[src/rtl/array_search_pkg.sv]
// Shared types and width helpers for the array_search engine.
package array_search_pkg;

    // Search modes carried on the request.
    typedef enum logic [1:0] {
        INDEX_FIRST   = 2'd0,
        INDEX_LAST    = 2'd1,
        COUNT_LESS    = 2'd2,
        COUNT_GREATER = 2'd3
    } searchMode_e;

    // Controller states.
    typedef enum logic [1:0] {
        IDLE  = 2'd0,
        ISSUE = 2'd1,
        DRAIN = 2'd2,
        DONE  = 2'd3
    } searchState_e;

    localparam int DEFAULT_WIDTH   = 12;
    localparam int DEFAULT_NAREA   = 10;
    localparam int DEFAULT_NARRAYS = 20;

    // Heap address width covering every array area.
    function automatic int calcAw(input int nArrays, input int nArea);
        return $clog2(nArrays * nArea);
    endfunction

    // Result width able to hold 0..nArea (index or count).
    function automatic int calcRw(input int nArea);
        return $clog2(nArea + 1);
    endfunction

endpackage

[src/rtl/array_search_if.sv]
// Decoder handshake plus heap read port of the array_search engine.
interface array_search_if #(
    parameter int WIDTH   = array_search_pkg::DEFAULT_WIDTH,
    parameter int NAREA   = array_search_pkg::DEFAULT_NAREA,
    parameter int NARRAYS = array_search_pkg::DEFAULT_NARRAYS
) ();
    localparam int AW = array_search_pkg::calcAw(NARRAYS, NAREA);
    localparam int RW = array_search_pkg::calcRw(NAREA);

    logic                              start;
    array_search_pkg::searchMode_e     mode;
    logic [AW-1:0]                     array;
    logic [RW-1:0]                     size;
    logic [WIDTH-1:0]                  key;
    logic                              mem_rd;
    logic [AW-1:0]                     mem_addr;
    logic [WIDTH-1:0]                  mem_data;
    logic                              busy;
    logic                              done;
    logic [RW-1:0]                     result;
    logic                              err;

    // Requester side (decoder and heap memory).
    modport master (
        output start, mode, array, size, key, mem_data,
        input  mem_rd, mem_addr, busy, done, result, err
    );

    // Search engine side.
    modport slave (
        input  start, mode, array, size, key, mem_data,
        output mem_rd, mem_addr, busy, done, result, err
    );
endinterface

[src/rtl/array_search_cmp.sv]
// One-stage compare-and-accumulate for array_search. The accumulator output
// already includes the datum presented this cycle, so the controller can
// capture a final result on the same edge that it leaves the scan.
module array_search_cmp
    import array_search_pkg::*;
#(
    parameter int WIDTH = DEFAULT_WIDTH,
    parameter int RW    = 4
) (
    input  logic             clock,
    input  logic             reset,
    input  logic             clear,
    input  searchMode_e      mode,
    input  logic [WIDTH-1:0] key,
    input  logic [WIDTH-1:0] data,
    input  logic             valid,
    input  logic [RW-1:0]    index,
    output logic             hit,
    output logic [RW-1:0]    accumulator
);
    localparam logic [RW-1:0] ONE_RW = RW'(1);

    logic [RW-1:0] accR;
    logic [RW-1:0] accS;
    logic          eqS;
    logic          ltS;
    logic          gtS;

    // Unsigned compare of the returning datum and next accumulator value.
    always_comb begin
        eqS = (data == key);
        ltS = (data < key);
        gtS = (data > key);
        hit = 1'b0;
        accS = accR;
        if (valid) begin
            case (mode)
                INDEX_FIRST, INDEX_LAST: begin
                    if (eqS) begin
                        hit  = 1'b1;
                        accS = index + ONE_RW;
                    end else begin
                        accS = accR;
                    end
                end
                COUNT_LESS: begin
                    if (ltS) begin
                        accS = accR + ONE_RW;
                    end else begin
                        accS = accR;
                    end
                end
                COUNT_GREATER: begin
                    if (gtS) begin
                        accS = accR + ONE_RW;
                    end else begin
                        accS = accR;
                    end
                end
                default: accS = accR;
            endcase
        end else begin
            accS = accR;
        end
    end

    // Accumulator register, cleared when a new request is accepted.
    always_ff @(posedge clock or posedge reset) begin
        if (reset) begin
            accR <= '0;
        end else if (clear) begin
            accR <= '0;
        end else begin
            accR <= accS;
        end
    end

    assign accumulator = accS;

endmodule

[src/rtl/array_search.sv]
// Sequential search/count engine over one heap array: streams the live
// elements through a single read port and returns a 1-based index or a count.
module array_search
    import array_search_pkg::*;
#(
    parameter int WIDTH   = DEFAULT_WIDTH,
    parameter int NAREA   = DEFAULT_NAREA,
    parameter int NARRAYS = DEFAULT_NARRAYS
) (
    input  logic         clock,
    input  logic         reset,
    array_search_if.slave bus
);
    localparam int AW = calcAw(NARRAYS, NAREA);
    localparam int RW = calcRw(NAREA);

    localparam logic [AW:0]   NARRAYS_W = (AW + 1)'(NARRAYS);
    localparam logic [AW-1:0] NAREA_AW  = AW'(NAREA);
    localparam logic [RW-1:0] NAREA_RW  = RW'(NAREA);
    localparam logic [RW-1:0] ONE_RW    = RW'(1);
    localparam logic [AW-1:0] ONE_AW    = AW'(1);

    searchState_e     stateR, stateS;
    searchMode_e      modeR, modeS;
    logic [WIDTH-1:0] keyR, keyS;
    logic [RW-1:0]    lastIdxR, lastIdxS;
    logic [RW-1:0]    issueIdxR, issueIdxS;
    logic [AW-1:0]    addrR, addrS;
    logic             memRdR, memRdS;
    logic             busyR, busyS;
    logic             doneR, doneS;
    logic [RW-1:0]    resultR, resultS;
    logic             errR, errS;
    logic             errPendR, errPendS;
    logic             clearS;
    logic             dataValidR;
    logic [RW-1:0]    dataIdxR;

    logic             legalS;
    logic             overS;
    logic [RW-1:0]    countS;
    logic [AW-1:0]    baseS;
    logic             cmpValidS;
    logic             cmpHitS;
    logic [RW-1:0]    cmpAccS;
    logic             firstHitS;

    // Request decode: legality, size clamp and array base address.
    always_comb begin
        legalS = ({1'b0, bus.array} < NARRAYS_W);
        overS  = (bus.size > NAREA_RW);
        if (overS) begin
            countS = NAREA_RW;
        end else begin
            countS = bus.size;
        end
        baseS = bus.array * NAREA_AW;
    end

    // Only data belonging to the active scan reaches the comparator; the
    // datum still in flight after an early INDEX_FIRST exit is dropped.
    always_comb begin
        cmpValidS = dataValidR && ((stateR == ISSUE) || (stateR == DRAIN));
        firstHitS = cmpHitS && (modeR == INDEX_FIRST);
    end

    array_search_cmp #(
        .WIDTH (WIDTH),
        .RW    (RW)
    ) u_cmp (
        .clock       (clock),
        .reset       (reset),
        .clear       (clearS),
        .mode        (modeR),
        .key         (keyR),
        .data        (bus.mem_data),
        .valid       (cmpValidS),
        .index       (dataIdxR),
        .hit         (cmpHitS),
        .accumulator (cmpAccS)
    );

    // State register.
    always_ff @(posedge clock or posedge reset) begin
        if (reset) begin
            stateR <= IDLE;
        end else begin
            stateR <= stateS;
        end
    end

    // Next-state and next-output logic; outputs are registered below.
    always_comb begin
        stateS    = stateR;
        modeS     = modeR;
        keyS      = keyR;
        lastIdxS  = lastIdxR;
        issueIdxS = issueIdxR;
        addrS     = addrR;
        memRdS    = memRdR;
        busyS     = busyR;
        doneS     = 1'b0;
        resultS   = resultR;
        errS      = errR;
        errPendS  = errPendR;
        clearS    = 1'b0;
        case (stateR)
            IDLE: begin
                if (bus.start) begin
                    busyS  = 1'b1;
                    clearS = 1'b1;
                    modeS  = bus.mode;
                    keyS   = bus.key;
                    if (!legalS) begin
                        stateS  = DONE;
                        doneS   = 1'b1;
                        resultS = '0;
                        errS    = 1'b1;
                    end else if (bus.size == '0) begin
                        stateS  = DONE;
                        doneS   = 1'b1;
                        resultS = '0;
                        errS    = 1'b0;
                    end else begin
                        stateS    = ISSUE;
                        memRdS    = 1'b1;
                        addrS     = baseS;
                        issueIdxS = '0;
                        lastIdxS  = countS - ONE_RW;
                        errPendS  = overS;
                    end
                end else begin
                    stateS = IDLE;
                end
            end
            ISSUE: begin
                if (firstHitS) begin
                    stateS  = DONE;
                    memRdS  = 1'b0;
                    doneS   = 1'b1;
                    resultS = cmpAccS;
                    errS    = errPendR;
                end else if (issueIdxR == lastIdxR) begin
                    stateS = DRAIN;
                    memRdS = 1'b0;
                end else begin
                    addrS     = addrR + ONE_AW;
                    issueIdxS = issueIdxR + ONE_RW;
                end
            end
            DRAIN: begin
                stateS  = DONE;
                doneS   = 1'b1;
                resultS = cmpAccS;
                errS    = errPendR;
            end
            DONE: begin
                stateS = IDLE;
                busyS  = 1'b0;
            end
            default: begin
                stateS = IDLE;
                busyS  = 1'b0;
                memRdS = 1'b0;
            end
        endcase
    end

    // Request context and registered outputs.
    always_ff @(posedge clock or posedge reset) begin
        if (reset) begin
            modeR     <= INDEX_FIRST;
            keyR      <= '0;
            lastIdxR  <= '0;
            issueIdxR <= '0;
            addrR     <= '0;
            memRdR    <= 1'b0;
            busyR     <= 1'b0;
            doneR     <= 1'b0;
            resultR   <= '0;
            errR      <= 1'b0;
            errPendR  <= 1'b0;
        end else begin
            modeR     <= modeS;
            keyR      <= keyS;
            lastIdxR  <= lastIdxS;
            issueIdxR <= issueIdxS;
            addrR     <= addrS;
            memRdR    <= memRdS;
            busyR     <= busyS;
            doneR     <= doneS;
            resultR   <= resultS;
            errR      <= errS;
            errPendR  <= errPendS;
        end
    end

    // Tracks which element the memory returns on the next cycle.
    always_ff @(posedge clock or posedge reset) begin
        if (reset) begin
            dataValidR <= 1'b0;
            dataIdxR   <= '0;
        end else begin
            dataValidR <= memRdR;
            dataIdxR   <= issueIdxR;
        end
    end

    assign bus.mem_rd   = memRdR;
    assign bus.mem_addr = addrR;
    assign bus.busy     = busyR;
    assign bus.done     = doneR;
    assign bus.result   = resultR;
    assign bus.err      = errR;

endmodule

[src/flat_wrapper.sv]
// flat-port wrapper written by rule: the top's interface ports become plain ports
module array_search_flat import array_search_pkg::*;
#(
    parameter int WIDTH   = DEFAULT_WIDTH,
    parameter int NAREA   = DEFAULT_NAREA,
    parameter int NARRAYS = DEFAULT_NARRAYS
)
  (clock, reset, bus_start, bus_mode, bus_array, bus_size, bus_key, bus_mem_data, bus_mem_rd, bus_mem_addr, bus_busy, bus_done, bus_result, bus_err);
  array_search_if #(.WIDTH(WIDTH), .NAREA(NAREA), .NARRAYS(NARRAYS)) bus_i ();
  input  logic clock;
  input  logic reset;
  input wire logic [$bits(bus_i.start)-1:0] bus_start;
  input wire logic [$bits(bus_i.mode)-1:0] bus_mode;
  input wire logic [$bits(bus_i.array)-1:0] bus_array;
  input wire logic [$bits(bus_i.size)-1:0] bus_size;
  input wire logic [$bits(bus_i.key)-1:0] bus_key;
  input wire logic [$bits(bus_i.mem_data)-1:0] bus_mem_data;
  output wire logic [$bits(bus_i.mem_rd)-1:0] bus_mem_rd;
  output wire logic [$bits(bus_i.mem_addr)-1:0] bus_mem_addr;
  output wire logic [$bits(bus_i.busy)-1:0] bus_busy;
  output wire logic [$bits(bus_i.done)-1:0] bus_done;
  output wire logic [$bits(bus_i.result)-1:0] bus_result;
  output wire logic [$bits(bus_i.err)-1:0] bus_err;
  assign bus_i.start = bus_start;
  assign bus_i.mode = bus_mode;
  assign bus_i.array = bus_array;
  assign bus_i.size = bus_size;
  assign bus_i.key = bus_key;
  assign bus_i.mem_data = bus_mem_data;
  assign bus_mem_rd = bus_i.mem_rd;
  assign bus_mem_addr = bus_i.mem_addr;
  assign bus_busy = bus_i.busy;
  assign bus_done = bus_i.done;
  assign bus_result = bus_i.result;
  assign bus_err = bus_i.err;
  array_search #(.WIDTH(WIDTH), .NAREA(NAREA), .NARRAYS(NARRAYS)) u_core (.clock(clock), .reset(reset), .bus(bus_i));
endmodule
[config.mk]
export PLATFORM = sky130hd
export DESIGN_NAME = array_search_flat
export DESIGN_NICKNAME = d
export VERILOG_FILES = /design/src/rtl/array_search_pkg.sv /design/src/rtl/array_search_if.sv /design/src/rtl/array_search_cmp.sv /design/src/rtl/array_search.sv /design/src/flat_wrapper.sv
export SDC_FILE = /design/constraint.sdc
export NUM_CORES = 1
export LEC_CHECK = 0
export ABC_CLOCK_PERIOD_IN_PS = 2600
export CAP_MARGIN = 10
export CELL_PAD_IN_SITES_DETAIL_PLACEMENT = 0
export CELL_PAD_IN_SITES_GLOBAL_PLACEMENT = 1
export CORE_UTILIZATION = 36
export CTS_CLUSTER_DIAMETER = 80
export DETAILED_ROUTE_END_ITERATION = 16
export PLACE_DENSITY = 0.83
export SLEW_MARGIN = 20
export SYNTH_ARGS = -nofsm -noshare
export SYNTH_HDL_FRONTEND = slang
export SYNTH_SLANG_ARGS = --single-unit
[constraint.sdc]
create_clock -name clock -period 2.6 [get_ports clock]
set_clock_uncertainty 0.05 [all_clocks]
set_input_delay 0.52 -clock clock [delete_from_list [all_inputs] [get_ports clock]]
set_output_delay 0.52 -clock clock [all_outputs]
set_load 0.02 [all_outputs]
Yosys cells after proc, flatten, opt, wreduce, memory -nomap -nowiden

Index checks and enable logic that the tools add are counted.

Memory bits (read-only): 0
Bits in latches: 0
Memories: 0
Register bits: 50
Output and inout bits: 16
Input bits: 41
Bits in writable memories: 0

$add $sub $neg: 5
Divide/modulo/power cells: 0
Bitwise gates (word level): 1
Shift-type cells: 0
Magnitude comparators: 4
Multiplexer cells: 53
Equal/unequal tests: 16
Reduce and logical (&&, ||, !) cells: 16
$mul: 1

Operators with widths:

| cell                | number |
|---|---|
| $mux 4              | 15 |
| $mux 8              | 5 |
| $pmux 4 s3          | 2 |
| $mux 1              | 19 |
| $pmux 8 s2          | 1 |
| $add 4x1->4 const B | 3 |
| $eq 12x12->1        | 1 |
| $gt 12x12->1        | 1 |
| $lt 12x12->1        | 1 |
| $mux 2              | 5 |
| $add 8x1->8 const B | 1 |
| $eq 2x2->1 const B  | 4 |
| $lt 8x5->1 const B  | 1 |
| $mul 8x3->7 const B | 1 |
| $ne 2x2->1 const B  | 4 |
| $pmux 2 s4          | 1 |
| $pmux 4 s2          | 1 |
| $reduce_and 4->1    | 2 |
| $pmux 1 s3          | 2 |
| $reduce_and 6->1    | 1 |
| $reduce_and 5->1    | 1 |
| $eq 2x1->1 const B  | 2 |
| $eq 4x4->1          | 1 |
| $gt 4x4->1 const B  | 1 |
| other kinds (14)    | 20 |

Logic depth before layout (Yosys ltp)

Gate-level depths: netlist of run 1.

Depth in word-level cells: 7
Gate-level depth with buffers: 11
Depth with buffers taken out: 9

Hierarchy

From an unflattened synthesis of run 1, not the netlist that was laid out.

Cells, all modules: 347
Area, all modules: 3394.5 µm²

Modules (own cells, without submodules):

| module           | cells each | instances | sequential area each (µm²) | area an instance (µm²) |
|---|---|---|---|---|
| array_search     | 224        | 1         | 1151.1                     | 2431.1 |
| array_search_cmp | 123        | 1         | 100.1                      | 963.4 |

Worst setup path after synthesis of run 1

Ideal clock, no wire load.

Kind: input to register
From: input port bus_mem_data[10]
To: register u_core.errR (netlist: u_core.bus.err)
Buffers on the path: 1
Arrival: 2668 ps
Library setup time: 128 ps
Path slack: -245 ps
Cell stages on the path: 7
Data required time: 2422 ps
Cells stage by stage: ha_1 -> nand4_2 -> or4_1 -> buf_2 -> or4_4 -> a211oi_4 -> mux2_1

Word-level cells in the longest chain between the ends: 7

Ends and longest elaborated chain:

| item                       | line                   | source |
|---|---|---|
| start, declared            | flat_wrapper.sv:17     | `input wire logic [$bits(bus_i.mem_data)-1:0] bus_mem_data;` |
| $eq 12x12->1               | array_search_cmp.sv:31 | `eqS = (data == key);` |
| $mux 1                     | array_search_cmp.sv:39 | `if (eqS) begin` |
| $mux 1                     | array_search_cmp.sv:37 | `case (mode)` |
| $mux 1                     | array_search_cmp.sv:36 | `if (valid) begin` |
| $logic_and 1x1->1          | array_search.sv:64     | `firstHitS = cmpHitS && (modeR == INDEX_FIRST);` |
| $ne 2x1->1 (no line)       | --                     |  |
| $reduce_and 4->1 (no line) | --                     |  |
| end signal, assigned       | array_search.sv:193    | `errR <= errS;` |
| end, declared              | array_search.sv:33     | `logic errR, errS;` |

No other way between the ends.
A chain may end at the register's enable or synchronous reset.

Worst setup path after layout of run 1

From: input port bus_mem_data[5]
To: register u_core.resultR[3] (netlist: u_core.bus.result[3])

Word-level cells in the longest chain between the ends: 7
Elaborated cells between the ends (all ways): 16
Those cells by class: order compare: 2; eq/ne: 2; mux: 10; reduce/logical: 2

Ends and longest elaborated chain:

| item                                                                 | line                | source |
|---|---|---|
| parallel branches: the longest is 7 deep, another holds $gt 12x12->1 | --                  |  |
| end signal, assigned                                                 | array_search.sv:192 | `resultR <= resultS;` |
| end, declared                                                        | array_search.sv:32  | `logic [RW-1:0] resultR, resultS;` |

Several ways; the timed one is not identified. The select of a mux whose other input is x is not followed.

==> impl_table.tex, run 1 <==
\begin{tabular}{lr}
\hline
Metric & Value \\
\hline
\multicolumn{2}{l}{\textbf{Global route}} \\
Vias in the first global route & approximately 2.9k \\
Total global routing track utilization & 0.187 \\
Global-route congestion overflow total & 0 \\
Antenna violations before repair & 0 \\
First-pass GRT wire length & 13300 um \\
Largest net degree at the start of global routing & 36 \\
\multicolumn{2}{l}{\textbf{Power and ir drop}} \\
Leakage power & around 2.0 nW \\
IR Drop Worst-Case VDD & roughly 0.43 mV \\
Switching power total & 2.25 mW \\
Pwr dens & 1150 nW/um\^{}2 \\
Reg power frac & 0.295 \\
Internal power & 2.89 mW \\
Fraction of power spent switching nets & 0.438 \\
Clock power share & 0.093 \\
Relative contribution of combinational cells to total power & 0.612 \\
Overall power & 5.14 mW \\
\multicolumn{2}{l}{\textbf{Timing}} \\
Portion of the clock cycle consumed by the worst path in the final layout & 0.986 \\
Actual transition at the worst max-transition pin & a little under 400 ps \\
Final number of hold-violating endpoints & 0 \\
F\_max & a little under 0.4 GHz \\
Max Transition Viols Final & 0 \\
Worst slew margin & 0.741 \\
Final-report setup violation count & 0 \\
Min Clock Period, post-route & 2560 ps \\
Final hold slack & about 430 ps \\
\multicolumn{2}{l}{\textbf{Final layout}} \\
Most frequent cells in the layout & buf\_4, dfrtp\_1, o21ai\_0, clkdlybuf4s50\_1, nand2\_1 \\
Net total in the final layout & 521 \\
Diodes inserted & 0 \\
Final Non-Filler Cells & 559 \\
Post-layout util & 0.515 \\
Layout Area Growth over Synthesis & 39.5\% \\
Share of final-layout standard cells stronger than drive strength 1 & 0.195 \\
\multicolumn{2}{l}{\textbf{Setup path}} \\
Delay-heaviest family, CP & compound AO/OA/AOI/OAI gates \\
Buffers \& Inverters on Critical Path & 4 \\
Largest stage delay on the critical path & 310 ps \\
Critical Path Most Common Cell & buf\_4 \\
CP endpoint kind & register \\
Number of cells traversed by the worst register-to-register path & 7 \\
WP data required & 2750 ps \\
Critical path peak fanout & 6 \\
Library cell contributing the largest single delay on the critical path & a311o\_1 \\
Critical path startpoint category & primary input \\
Data arrival time of the critical path & 2710 ps \\
WS Path Type & primary input to register \\
Logic depth of the worst path, buffers included & 12 \\
Worst path cell trace & dlygate4sd2\_1, ha\_1, buf\_4, buf\_4, a21oi\_1, nor3\_2, nor2\_1, nand2\_2, buf\_4, a311o\_1, o311a\_1, a32o\_1 \\
\multicolumn{2}{l}{\textbf{Clock network}} \\
Clock latency reported for the late side of the worst-skew pair & 320 ps \\
Clock transition at the register clock pins on the worst setup and hold paths after CTS & between 100 and 150 ps \\
Clk sink count & 50 \\
Number of hold buffers added after CTS & 0 \\
TritonCTS clock tree & yes \\
Maximum buffer depth of the clock tree & 2 \\
Number of H-tree levels & 2 \\
TritonCTS buffer count & 5 \\
Clock root buffer & clkbuf\_8 \\
\multicolumn{2}{l}{\textbf{Place}} \\
Count of input and output buffers & 56 \\
GPL Wtd Cong & 0.877 \\
Number of cells after detailed placement & 544 \\
HPWL Detailed & 6070 um \\
\multicolumn{2}{l}{\textbf{Detailed routing}} \\
DRT iter0 DRCs & 87 \\
Routed via count divided by cell count & roughly 5.3 \\
Total length of routed wires & 8260 um \\
Remaining routing DRC violations & 0 \\
First drt pass iteration count & 4 \\
Routed vias & 2978 \\
Average detailed-routed wire length per instance & 14.8 um \\
Final antenna-violating net count & 0 \\
\multicolumn{2}{l}{\textbf{Outcome}} \\
Status & finished clean \\
\multicolumn{2}{l}{\textbf{Yosys}} \\
Yosys Warn Count & 0 \\
Post-synth ARST share & 1.00 \\
Number of unique standard cell types used by synthesis & 54 \\
Cells after Synth & 348 \\
Synth Net Count & 418 \\
Synthesized area & $\sim$3200 um\^{}2 \\
Ys flop type & dfrtp\_1 \\
Number of enable flip-flop cells after synthesis & 0 \\
Seq/Total Area, Yosys & 0.391 \\
Post-synthesis sequential element count & 50 \\
Post-Synthesis Mean Instance Area & around 9.2 um\^{}2 \\
\multicolumn{2}{l}{\textbf{Floorplanning}} \\
Num ports & 57 \\
Initial core utilization & 0.369 \\
Y dimension of the die & 96.3 um \\
Die area & approximately 9000 um\^{}2 \\
Core area & 8680 um\^{}2 \\
Std-Cell Rows & 34 \\
Die extent in x & 96.3 um \\
\multicolumn{2}{l}{\textbf{Flow run}} \\
Count of maximum capacitance violations & 0 \\
\multicolumn{2}{l}{\textbf{Hold path}} \\
Class of the tightest hold or removal check & register to register \\
Hold path depth & 0 \\
\hline
\end{tabular}
-- layer usage --
metal  GRT usage  vias up  share of wire
met1       0.247     1434           0.46
li1            -     1475              -
met5           0        -              0
met4      0.0453        0          0.015
met3      0.0324        9          0.034
met2       0.317       60           0.49
-- worst register-to-register path, stage by stage, from the launching register on --
cell,delay [ps]
dfrtp_1,340
inv_1,50
ha_1,320
nand2_2,90
or4_4,550
or4_4,460
a211oi_4,250
mux2_4,320
-- worst paths after layout --
path | startpoint | endpoint | slack (ps)
setup / recovery | bus_mem_data[5] | u_core.bus.result[3] | 40
hold / removal | u_core.bus.mem_rd | u_core.dataValidR | 430
setup reg to reg | u_core.keyR[7] | u_core.bus.err | 60
hold reg to reg | u_core.bus.mem_rd | u_core.dataValidR | 430
max in group asynchronous | reset | u_core.u_cmp.accR[3] | 1540
min in group asynchronous | reset | u_core.keyR[6] | 440
-- stage by stage --
stage | setup WS, ps | cell area (um^2) | TNS [ps]
detailed placement | -504 | 4220 | -7800
floorplan | -134 | 3240 | -134
global placement | -487 | 4220 | -7650
CTS | 3.61 | 4410 | 0
global route | -28.5 | 4470 | -51.9
finish | 37.2 | 4470 | 0
-- registers in the layout, summed over array words and instances (netlist names), 2 cells and up --
| register | flops |
|---|---|
| u_core.bus.mem_addr | 8 |
| u_core.bus.result | 4 |
| u_core.dataIdxR | 4 |
| u_core.issueIdxR | 4 |
| u_core.keyR | 12 |
| u_core.lastIdxR | 4 |
| u_core.modeR | 2 |
| u_core.stateR | 2 |
| u_core.u_cmp.accR | 4 |
-- cell usage after synthesis, drive strengths merged (2+ instances only) --
cell,number,share of area
a31oi,3,0.0059
or4,4,0.011
a21oi,19,0.030
mux2,7,0.025
mux2i,9,0.028
and3,9,0.018
nor4,3,0.0059
a21o,3,0.0070
nor3b,2,0.0047
a221oi,2,0.0055
o2bb2ai,2,0.0055
nor2,17,0.020
inv,21,0.025
o32ai,2,0.0055
buf,3,0.0047
or3,2,0.0039
a22o,3,0.0082
a31o,2,0.0055
clkbuf,9,0.011
nand4,4,0.0098
o21ai,45,0.070
xnor2,5,0.014
a211oi,4,0.013
nand2b,4,0.0078
ha,28,0.11
a41oi,2,0.0055
xor2,6,0.016
a32o,2,0.0063
nor2b,5,0.0098
dfrtp,50,0.39
nor3,5,0.0078
nand3,7,0.011
o211ai,2,0.0047
and2,4,0.0078
nand2,38,0.045
-- final cells by class --
type                            count  area, um^2
Clock buffer                        5        68.8
Multi-Input combinational cell    265        1960
Fill cell                         837        4210
Clock inverter                      2        17.5
Sequential cell                    50        1250
Inverter                           21        78.8
Timing Repair Buffer              108         958
Tap cell                          108         135
-- cell families (layout without fill, tap and decap cells) --
kind of cell	count (synthesis)	after routing	share of synthesized area
simple gates	107	107	0.169
compound gates	102	102	0.202
flops	50	50	0.391
buf+inv	33	136	0.0399
fa+ha+maj	29	29	0.116
mux	16	16	0.0528
xor+xnor	11	11	0.0301
-- power groups by stage --
stage | Sequential (mW) | Clock [mW] | Combinational (mW)
after floorplan | 1.52 | 0 | 1.73
after global placement | 1.51 | 0 | 2.83
after detailed placement | 1.52 | 0 | 2.89
after CTS | 1.51 | 0.493 | 3.04
after global routing | 1.58 | 0.522 | 3.49
final | 1.52 | 0.480 | 3.15
-- timing repair --
action                     in CTS  in global routing
pin swaps                      19                  5
resized for setup              22                 11
setup buffers                   8                  0
setup endpoints to repair       9                 13
Power figures use the tool's default switching activity.
==> run 2: changes to the inputs <==
CORE_MARGIN = 2   (was not set)
==> impl_table.tex, run 2 (synthesized netlist as in run 1, its figures left out) <==
\begin{tabular}{lr}
\hline
Metric & Value \\
\hline
\multicolumn{2}{l}{\textbf{Final layout}} \\
Most frequent cells in the layout & dfrtp\_1, clkdlybuf4s50\_1, buf\_4 \\
Flip-flop and latch area & 1250 um\^{}2 \\
Total of fill cells in the finished design & 827 \\
Net total in the final layout & 515 \\
Area occupied by multi-input gates & 1970 um\^{}2 \\
Flip-flop count of the largest register, all copies and words added & 12 \\
Register name with the most flops & u\_core.keyR \\
Most frequent standard cell in the layout excluding fill and tap cells & dfrtp\_1 \\
Diodes inserted & 0 \\
Post-layout util & 0.513 \\
Share of final-layout standard cells stronger than drive strength 1 & 0.197 \\
Layout Area Growth over Synthesis & 39.0\% \\
\multicolumn{2}{l}{\textbf{Clock network}} \\
Number of H-tree levels & 2 \\
Clock transition at the register clock pins on the worst setup and hold paths after CTS & 100 ps \\
TritonCTS clock tree & yes \\
Clock root buffer & clkbuf\_8 \\
Clock latency reported for the late side of the worst-skew pair & 310 ps \\
Number of hold buffers added after CTS & 0 \\
Maximum buffer depth of the clock tree & 2 \\
TritonCTS buffer count & 5 \\
Clk sink count & 50 \\
\multicolumn{2}{l}{\textbf{Detailed routing}} \\
DRT iter0 DRCs & 104 \\
Total length of routed wires & 8090 um \\
Remaining routing DRC violations & 0 \\
Routed vias & 2955 \\
First drt pass iteration count & 4 \\
Final antenna-violating net count & 0 \\
Routed via count divided by cell count & 5.33 \\
Average detailed-routed wire length per instance & 14.6 um \\
\multicolumn{2}{l}{\textbf{Timing}} \\
Actual transition at the worst max-transition pin & 582 ps \\
Min Clock Period, post-route & 2560 ps \\
Portion of the clock cycle consumed by the worst path in the final layout & 0.985 \\
F\_max & approximately 0.39 GHz \\
Max Transition Viols Final & 0 \\
Final-report setup violation count & 0 \\
Setup repair after global routing missed its margin & yes \\
Worst slew margin & 0.608 \\
Final number of hold-violating endpoints & 0 \\
Final total negative setup slack & 0 ps \\
\multicolumn{2}{l}{\textbf{Outcome}} \\
Status & finished clean \\
\multicolumn{2}{l}{\textbf{Global route}} \\
First-pass GRT wire length & 13800 um \\
Total global routing track utilization & 0.175 \\
Antenna violations before repair & 0 \\
Global-route congestion overflow total & 0 \\
Vias in the first global route & 2931 \\
Largest net degree at the start of global routing & 22 \\
\multicolumn{2}{l}{\textbf{Power and ir drop}} \\
Pwr dens & 1150 nW/um\^{}2 \\
Leakage power & 1.99 nW \\
IR Drop Worst-Case VDD & 0.455 mV \\
Overall power & 5.10 mW \\
\multicolumn{2}{l}{\textbf{Floorplanning}} \\
Die extent in x & around 100 um \\
Num ports & 57 \\
Core area & between 8000 and 9000 um\^{}2 \\
Die area & 9660 um\^{}2 \\
Std-Cell Rows & 34 \\
Initial core utilization & 0.369 \\
Y dimension of the die & 98.3 um \\
\multicolumn{2}{l}{\textbf{Setup path}} \\
WS Path Type & primary input to register \\
Data arrival time of the critical path & 2710 ps \\
CP endpoint kind & register \\
WP data required & 2750 ps \\
Critical path peak fanout & 3 \\
Critical path startpoint category & primary input \\
\multicolumn{2}{l}{\textbf{Hold path}} \\
Class of the tightest hold or removal check & register to register \\
\multicolumn{2}{l}{\textbf{Place}} \\
HPWL Detailed & between 6000 and 7000 um \\
Count of input and output buffers & 56 \\
GPL Wtd Cong & 0.883 \\
\multicolumn{2}{l}{\textbf{Flow run}} \\
Count of maximum capacitance violations & 0 \\
\hline
\end{tabular}
==> run 2: critical path: stages <==
cell           delay (ps)
dlygate4sd2_1         260
ha_4                  280
nand2_1                80
or4_4                 530
or4_4                 450
a211oi_4              260
mux2_4                320
==> run 2: where the power goes <==
| part | leakage (nW) | internal, mW | switching [mW] |
|---|---|---|---|
| logic | 1.31 | 1.47 | 1.55 |
| registers | 0.613 | 1.15 | 0.367 |
| clock network | 0.0585 | 0.289 | 0.278 |
| total | 1.99 | 2.91 | 2.19 |
==> run 2: layer usage <==
layer,wire length [um],vias up,track usage,share of wire
met5,0,-,0,0
met4,115,0,0.0443,0.014
met3,315,10,0.0315,0.039
met2,3900,68,0.295,0.48
met1,3760,1418,0.234,0.46
li1,-,1459,-,-
==> run 2: metrics by stage <==
stage | hold slack [ps] | cell area (um^2) | instances | worst slack, ps
final | 437 | 4450 | 554 | 38.8
after global routing | 459 | 4450 | 554 | -3.67
after CTS | 435 | 4430 | 554 | -10.6
after detailed placement | 411 | 4190 | 542 | -525
after global placement | 391 | 4190 | 542 | -496
after floorplan | 379 | 3240 | 348 | -134
==> run 2: cell type report <==
class,instances,area share
tap,108,0.0304
clock inverter,3,0.00984
multi-input combinational,265,0.442
inverter,21,0.0177
clock buffer,5,0.0155
timing repair buffer,102,0.203
sequential,50,0.281
==> run 2: path summary, 6_finish.rpt <==
| kind | from | end | slack (ps) | cells after the start |
|---|---|---|---|---|
| hold / removal | u_core.issueIdxR[3] | u_core.dataIdxR[3] | 440 | 0 |
| min in group asynchronous | reset | u_core.lastIdxR[2] | 490 | 2 |
| hold reg to reg | u_core.issueIdxR[3] | u_core.dataIdxR[3] | 440 | 0 |
| setup / recovery | bus_mem_data[7] | u_core.bus.err | 40 | 7 |
| max in group asynchronous | reset | u_core.u_cmp.accR[3] | 1410 | 3 |
| setup reg to reg | u_core.keyR[6] | u_core.bus.err | 100 | 7 |
==> run 2: repair_timing <==
item,4_1_cts,5_1_grt
endpoints found under the setup margin,18,13
pin swaps,17,9
gates resized for setup,36,7
setup buffers,4,0
==> RTL edit 1, RTL diff (settings of run 1) <==
Reset style: synchronous (`reset`), changed in 4 clocked blocks.
--- a/src/rtl/array_search_cmp.sv
+++ b/src/rtl/array_search_cmp.sv
@@ -66,5 +66,5 @@
 
     // Accumulator register, cleared when a new request is accepted.
-    always_ff @(posedge clock or posedge reset) begin
+    always_ff @(posedge clock) begin
         if (reset) begin
             accR <= '0;
--- a/src/rtl/array_search.sv
+++ b/src/rtl/array_search.sv
@@ -82,5 +82,5 @@
 
     // State register.
-    always_ff @(posedge clock or posedge reset) begin
+    always_ff @(posedge clock) begin
         if (reset) begin
             stateR <= IDLE;
@@ -168,5 +168,5 @@
 
     // Request context and registered outputs.
-    always_ff @(posedge clock or posedge reset) begin
+    always_ff @(posedge clock) begin
         if (reset) begin
             modeR     <= INDEX_FIRST;
@@ -197,5 +197,5 @@
 
     // Tracks which element the memory returns on the next cycle.
-    always_ff @(posedge clock or posedge reset) begin
+    always_ff @(posedge clock) begin
         if (reset) begin
             dataValidR <= 1'b0;
Check against the original RTL: differs if reset is asserted again (counterexample within 4 cycles, from zero or initial values and one cycle with reset high); with reset held inactive, the same outputs for 10 cycles.
==> RTL edit 1 against run 1 <==
Wire length shrank 4.7%. Synthesized area is 4.6% lower. First-iteration DRC count is 13% higher. Setup slack better by 0.0064 ns. Utilization increased by 0.23 points. Final cell count increased by 1.3%. Design area decreased by 4.9%. Sequential cell count stayed put. Global-route usage shrank 0.18 points. Critical endpoint is now u_core.bus.result[2]$_SDFFE_PP0P_. Largest cell class unchanged.
Power is not compared: it rests on default switching activity, and its combinational part moved more than twofold at a synthesized area within 25%.
==> RTL edit 1: results (changes against run 1) <==
Crit path largest cell delay=0.46 ns (+0.15 ns); Synth Instances=378 (+8.6%); Final Cell Area=4250 µm² (-4.9%); Final Critical Period=2.56 ns (-0.00643 ns); Final Util=51.7% (+0.23 points); Signal buffers=90 (-17%); status=finished, final reports clean; initial drt markers=98 (+13%); complex-gate fraction of the synthesized area=20.6% (+0.47 points); via count=2945 (-1.1%); CTS Hold Bufs=0 (unchanged); worst rel slew slack=69.0% (-5.1 points); CP endpoint=u_core.bus.result[2]$_SDFFE_PP0P_; Synth async-reset ratio=0% (-100 points); multiplexer area fraction after synthesis=2.70% (-2.6 points); hold path cells=2 (+2); post-detail-place hpwl=6030 µm (-0.70%); Final clock-cell share=3.24% (+1.3 points); placed instance area=3930 µm² (-6.8%); M2 GR Usage=32.5% (+0.80 points); DR WL/cell=13.9 µm (-5.9%); met1 Use GR=24.0% (-0.70 points); Global Route met3 Usage=2.75% (-0.49 points); Final Power=2320 µW; Seq/Total Area, Yosys=32.8% (-6.3 points); Top FF cell, synth=dfxtp_1; ratio of cells with drive above 1 in the final layout=14.1% (-5.4 points); placed instance count=556 (+2.2%); xor and xnor fraction of the mapped netlist area=4.59% (+1.6 points); worst-path maximum fanout=7 (+1); Nets=530 (+1.7%); Critical path origin=bus_mem_data[11]; largest net degree at the start of global routing=20 (-44%); Leakage=0.00174 µW; Post-synth top cells=50 x dfxtp_1, 50 x nand2_1, 42 x a21oi_1; R2R setup slack=0.27 ns (+0.21 ns); Top delay family on crit path=buffers and inverters; top cells by area, synth=dfxtp_1 33%, ha_1 11%, a21oi_1 6.9%; multi-input gates=293 (+11%); multi-input logic area=2040 µm² (+4.3%); All-Layer GR Usage=18.5% (-0.18 points); Place WS=-0.310 ns (+0.194 ns); fill cell count=758 (-9.4%); clk buf depth=2 (unchanged); WHS=0.410 ns (-0.0226 ns); inverter count=20 (-4.8%); adder-cell share of the synthesized area=12.1% (+0.55 points); flip-flop count of the largest register after layout=12 (unchanged); Seq area share=23.6% (-4.4 points); Non-clock buffering overhead=20.3% (-1.2 points); Mapped Nets=448 (+7.2%); vias per cell=5.20 (-2.3%); reg2reg start=u_core.keyR[1]$_SDFFE_PP0P_; Hold EP=u_core.keyR[8]$_SDFFE_PP0P_; hold_sp=u_core.keyR[8]$_SDFFE_PP0P_; Worst-Skew Late Latency=0.30 ns (-0.02 ns); GPL Wtd Cong=0.822 (-6.3%); first-pass GRT wire length=13000 µm (-2.0%); master of the slowest instance on the critical path=clkdlybuf4s50_1
-- RTL edit 1: changes by cell type after synthesis, moves of 3 or more --
cell     before  now
and3_1        9    4
dfrtp_1      50    0
nand4_1       3    7
nor2_1       17   40
mux2_2        6    1
dfxtp_1       0   50
mux2i_1       9    6
or4_1         3    0
nand2_1      38   50
o21ai_0      45   13
o22ai_1       1    4
xnor2_1       5    8
a22oi_1       1    5
a21oi_1      19   42
-- RTL edit 1: layer usage --
metal,share of wire (%),wire [µm],vias to the layer above
li1,-,-,1498
met1,47,3700,1397
met2,49,3860,43
met3,3.3,261,7
met4,0.67,53,0
met5,0,0,-
-- RTL edit 1: repair_timing --
item	4_1_cts	5_1_grt
gates resized for setup	0	26
setup buffers	0	2
setup endpoints to repair	0	7
-- RTL edit 1: tightest hold or removal path, cell delays in order (launching register included) --
cell,delay (ns)
dfxtp_1,0.32
nand2_1,0.05
a21oi_1,0.05
==> RTL edit 2, RTL diff (config.mk and constraints of run 1) <==
Made on the original files. The package constant `DEFAULT_NARRAYS` goes from 20 to 40.
--- a/src/rtl/array_search_pkg.sv
+++ b/src/rtl/array_search_pkg.sv
@@ -20,5 +20,5 @@
     localparam int DEFAULT_WIDTH   = 12;
     localparam int DEFAULT_NAREA   = 10;
-    localparam int DEFAULT_NARRAYS = 20;
+    localparam int DEFAULT_NARRAYS = 40;
 
     // Heap address width covering every array area.
Interface: changed (resized bus_array and bus_mem_addr); port bits go from 57 to 59. The function was not compared with the original's and may differ.
==> RTL edit 2 against run 1 <==
Final cell count down 0.89%. Synthesized area down 0.55%. Sequential cell count up 1. Total power down 11%. Design area up 0.76%. Global-route usage down 1.3 points. Wire length down 6.5%. Setup slack better by 0.013 ns. Critical path type unchanged. Highest routed layer unchanged.
==> RTL edit 2: results (changes against run 1) <==
All-Layer GR Usage=17.4% (-1.3 points); GPL Wtd Cong=0.842 (-4.0%); largest net degree at the start of global routing=31 (-14%); I/O Buffers=58 (+3.6%); Worst Tran Pin Value=0.463 ns (+0.0737 ns); Largest Register=u_core.keyR; Seq/Total Area, Yosys=40.1% (+1.0 points); cts bufs inserted=5 (unchanged); Register-to-Register Path Depth=9 (+2); Worst VDD drop=0.000336 V (-22%); vias in the first global route=2806 (-1.7%); htree depth=2 (unchanged); placed instance area=4120 µm² (-2.3%); Yosys cell types=51 (-5.6%); M2 GR Usage=32.2% (+0.53 points); Clk pin slew, worst setup/hold paths=0.09 ns (-0.02 ns); hold_sp=u_core.bus.mem_rd$_DFFE_PP0P_; worst-path maximum fanout=4 (-2); CTS root buf=clkbuf_8; Crit path largest cell delay=0.51 ns (+0.20 ns); clk buf depth=2 (unchanged); total wire length=7720 µm (-6.5%); ratio of cells with drive above 1 in the final layout=18.0% (-1.5 points); reg2reg start=u_core.keyR[1]$_DFFE_PP0P_; initial drt markers=71 (-18%); Arrival @ worst endpoint=2.68 ns (-0.03 ns); Post-synth top cells=61 x nand2_1, 51 x dfrtp_1, 40 x o21ai_0; top cells by area, synth=dfrtp_1 40%, ha_1 12%, nand2_1 7.2%; Global Route met3 Usage=3.24% (unchanged); Critical path origin=bus_mem_data[8]; CP endpoint=u_core.bus.result[1]$_DFFE_PP0P_; vias per cell=5.12 (-3.8%); WHS=0.415 ns (-0.0180 ns); Synth async-reset ratio=100% (unchanged); R2R setup slack=0.16 ns (+0.10 ns); met1 Use GR=20.4% (-4.3 points); first-pass GRT wire length=12400 µm (-6.5%); Nets=522 (+0.19%); post-detail-place hpwl=5710 µm (-5.9%); master of the slowest instance on the critical path=clkdlybuf4s50_1; Mapped Nets=431 (+3.1%); status=finished, final reports clean; Leakage=0.00204 µW (+1.4%); Place WS=-0.496 ns (+0.00752 ns); period utilization=98.1% (-0.51 points); initial antenna violation count=0 (unchanged)
RTL edit 2: cells by family after synthesis:
group | Yosys count | share of synthesized area [%]
flops | 51 | 40.1
xor+xnor | 14 | 3.85
simple gates | 122 | 18.0
mux | 7 | 2.44
fa+ha+maj | 31 | 12.4
buf+inv | 35 | 4.40
compound gates | 98 | 18.8
RTL edit 2: metal layers:
metal,up-vias,part of all wire (%)
met4,0,0.58
met3,4,5.1
met5,-,0
met2,74,50
li1,1431,-
met1,1329,44
RTL edit 2: stage by stage:
| stage | utilization [%] | cells |
|---|---|---|
| 2_1_floorplan | - | 358 |
| 3_3_place_gp | 49.2 | 542 |
| 3_5_place_dp | 49.2 | 542 |
| 4_1_cts | 51.5 | 550 |
| 5_1_grt | 53.7 | 554 |
| 6_report | 53.7 | 554 |
RTL edit 2: worst max-delay path: cells and delay by family:
kind                       cells  cell delay (ns)
muxes                          1             0.37
and+or+nand+nor                2             0.47
AOI/OAI and AO/OA              3             0.46
buffers and inverters          2             0.64
adders and majority gates      1             0.22
RTL edit 2: layout make-up:
class,count,area [µm²]
Clock buffer,6,72.6
Clock inverter,1,30.0
Fill cell,769,3880
Inverter,22,82.6
Multi-Input combinational cell,272,1990
Sequential cell,51,1280
Tap cell,105,131
Timing Repair Buffer,97,917
RTL edit 2: repair_timing:
item                                    CTS  global route
endpoints found under the setup margin   22            23
hold buffers                              0             0
resized for setup                        23            25
pin swaps                                16            20
setup buffers                             1             4
RTL edit 2: report_power, final:
part	internal (µW)	total, µW	switching [µW]
logic	1220	2640	1420
clock network	282	538	255
registers	1130	1420	287
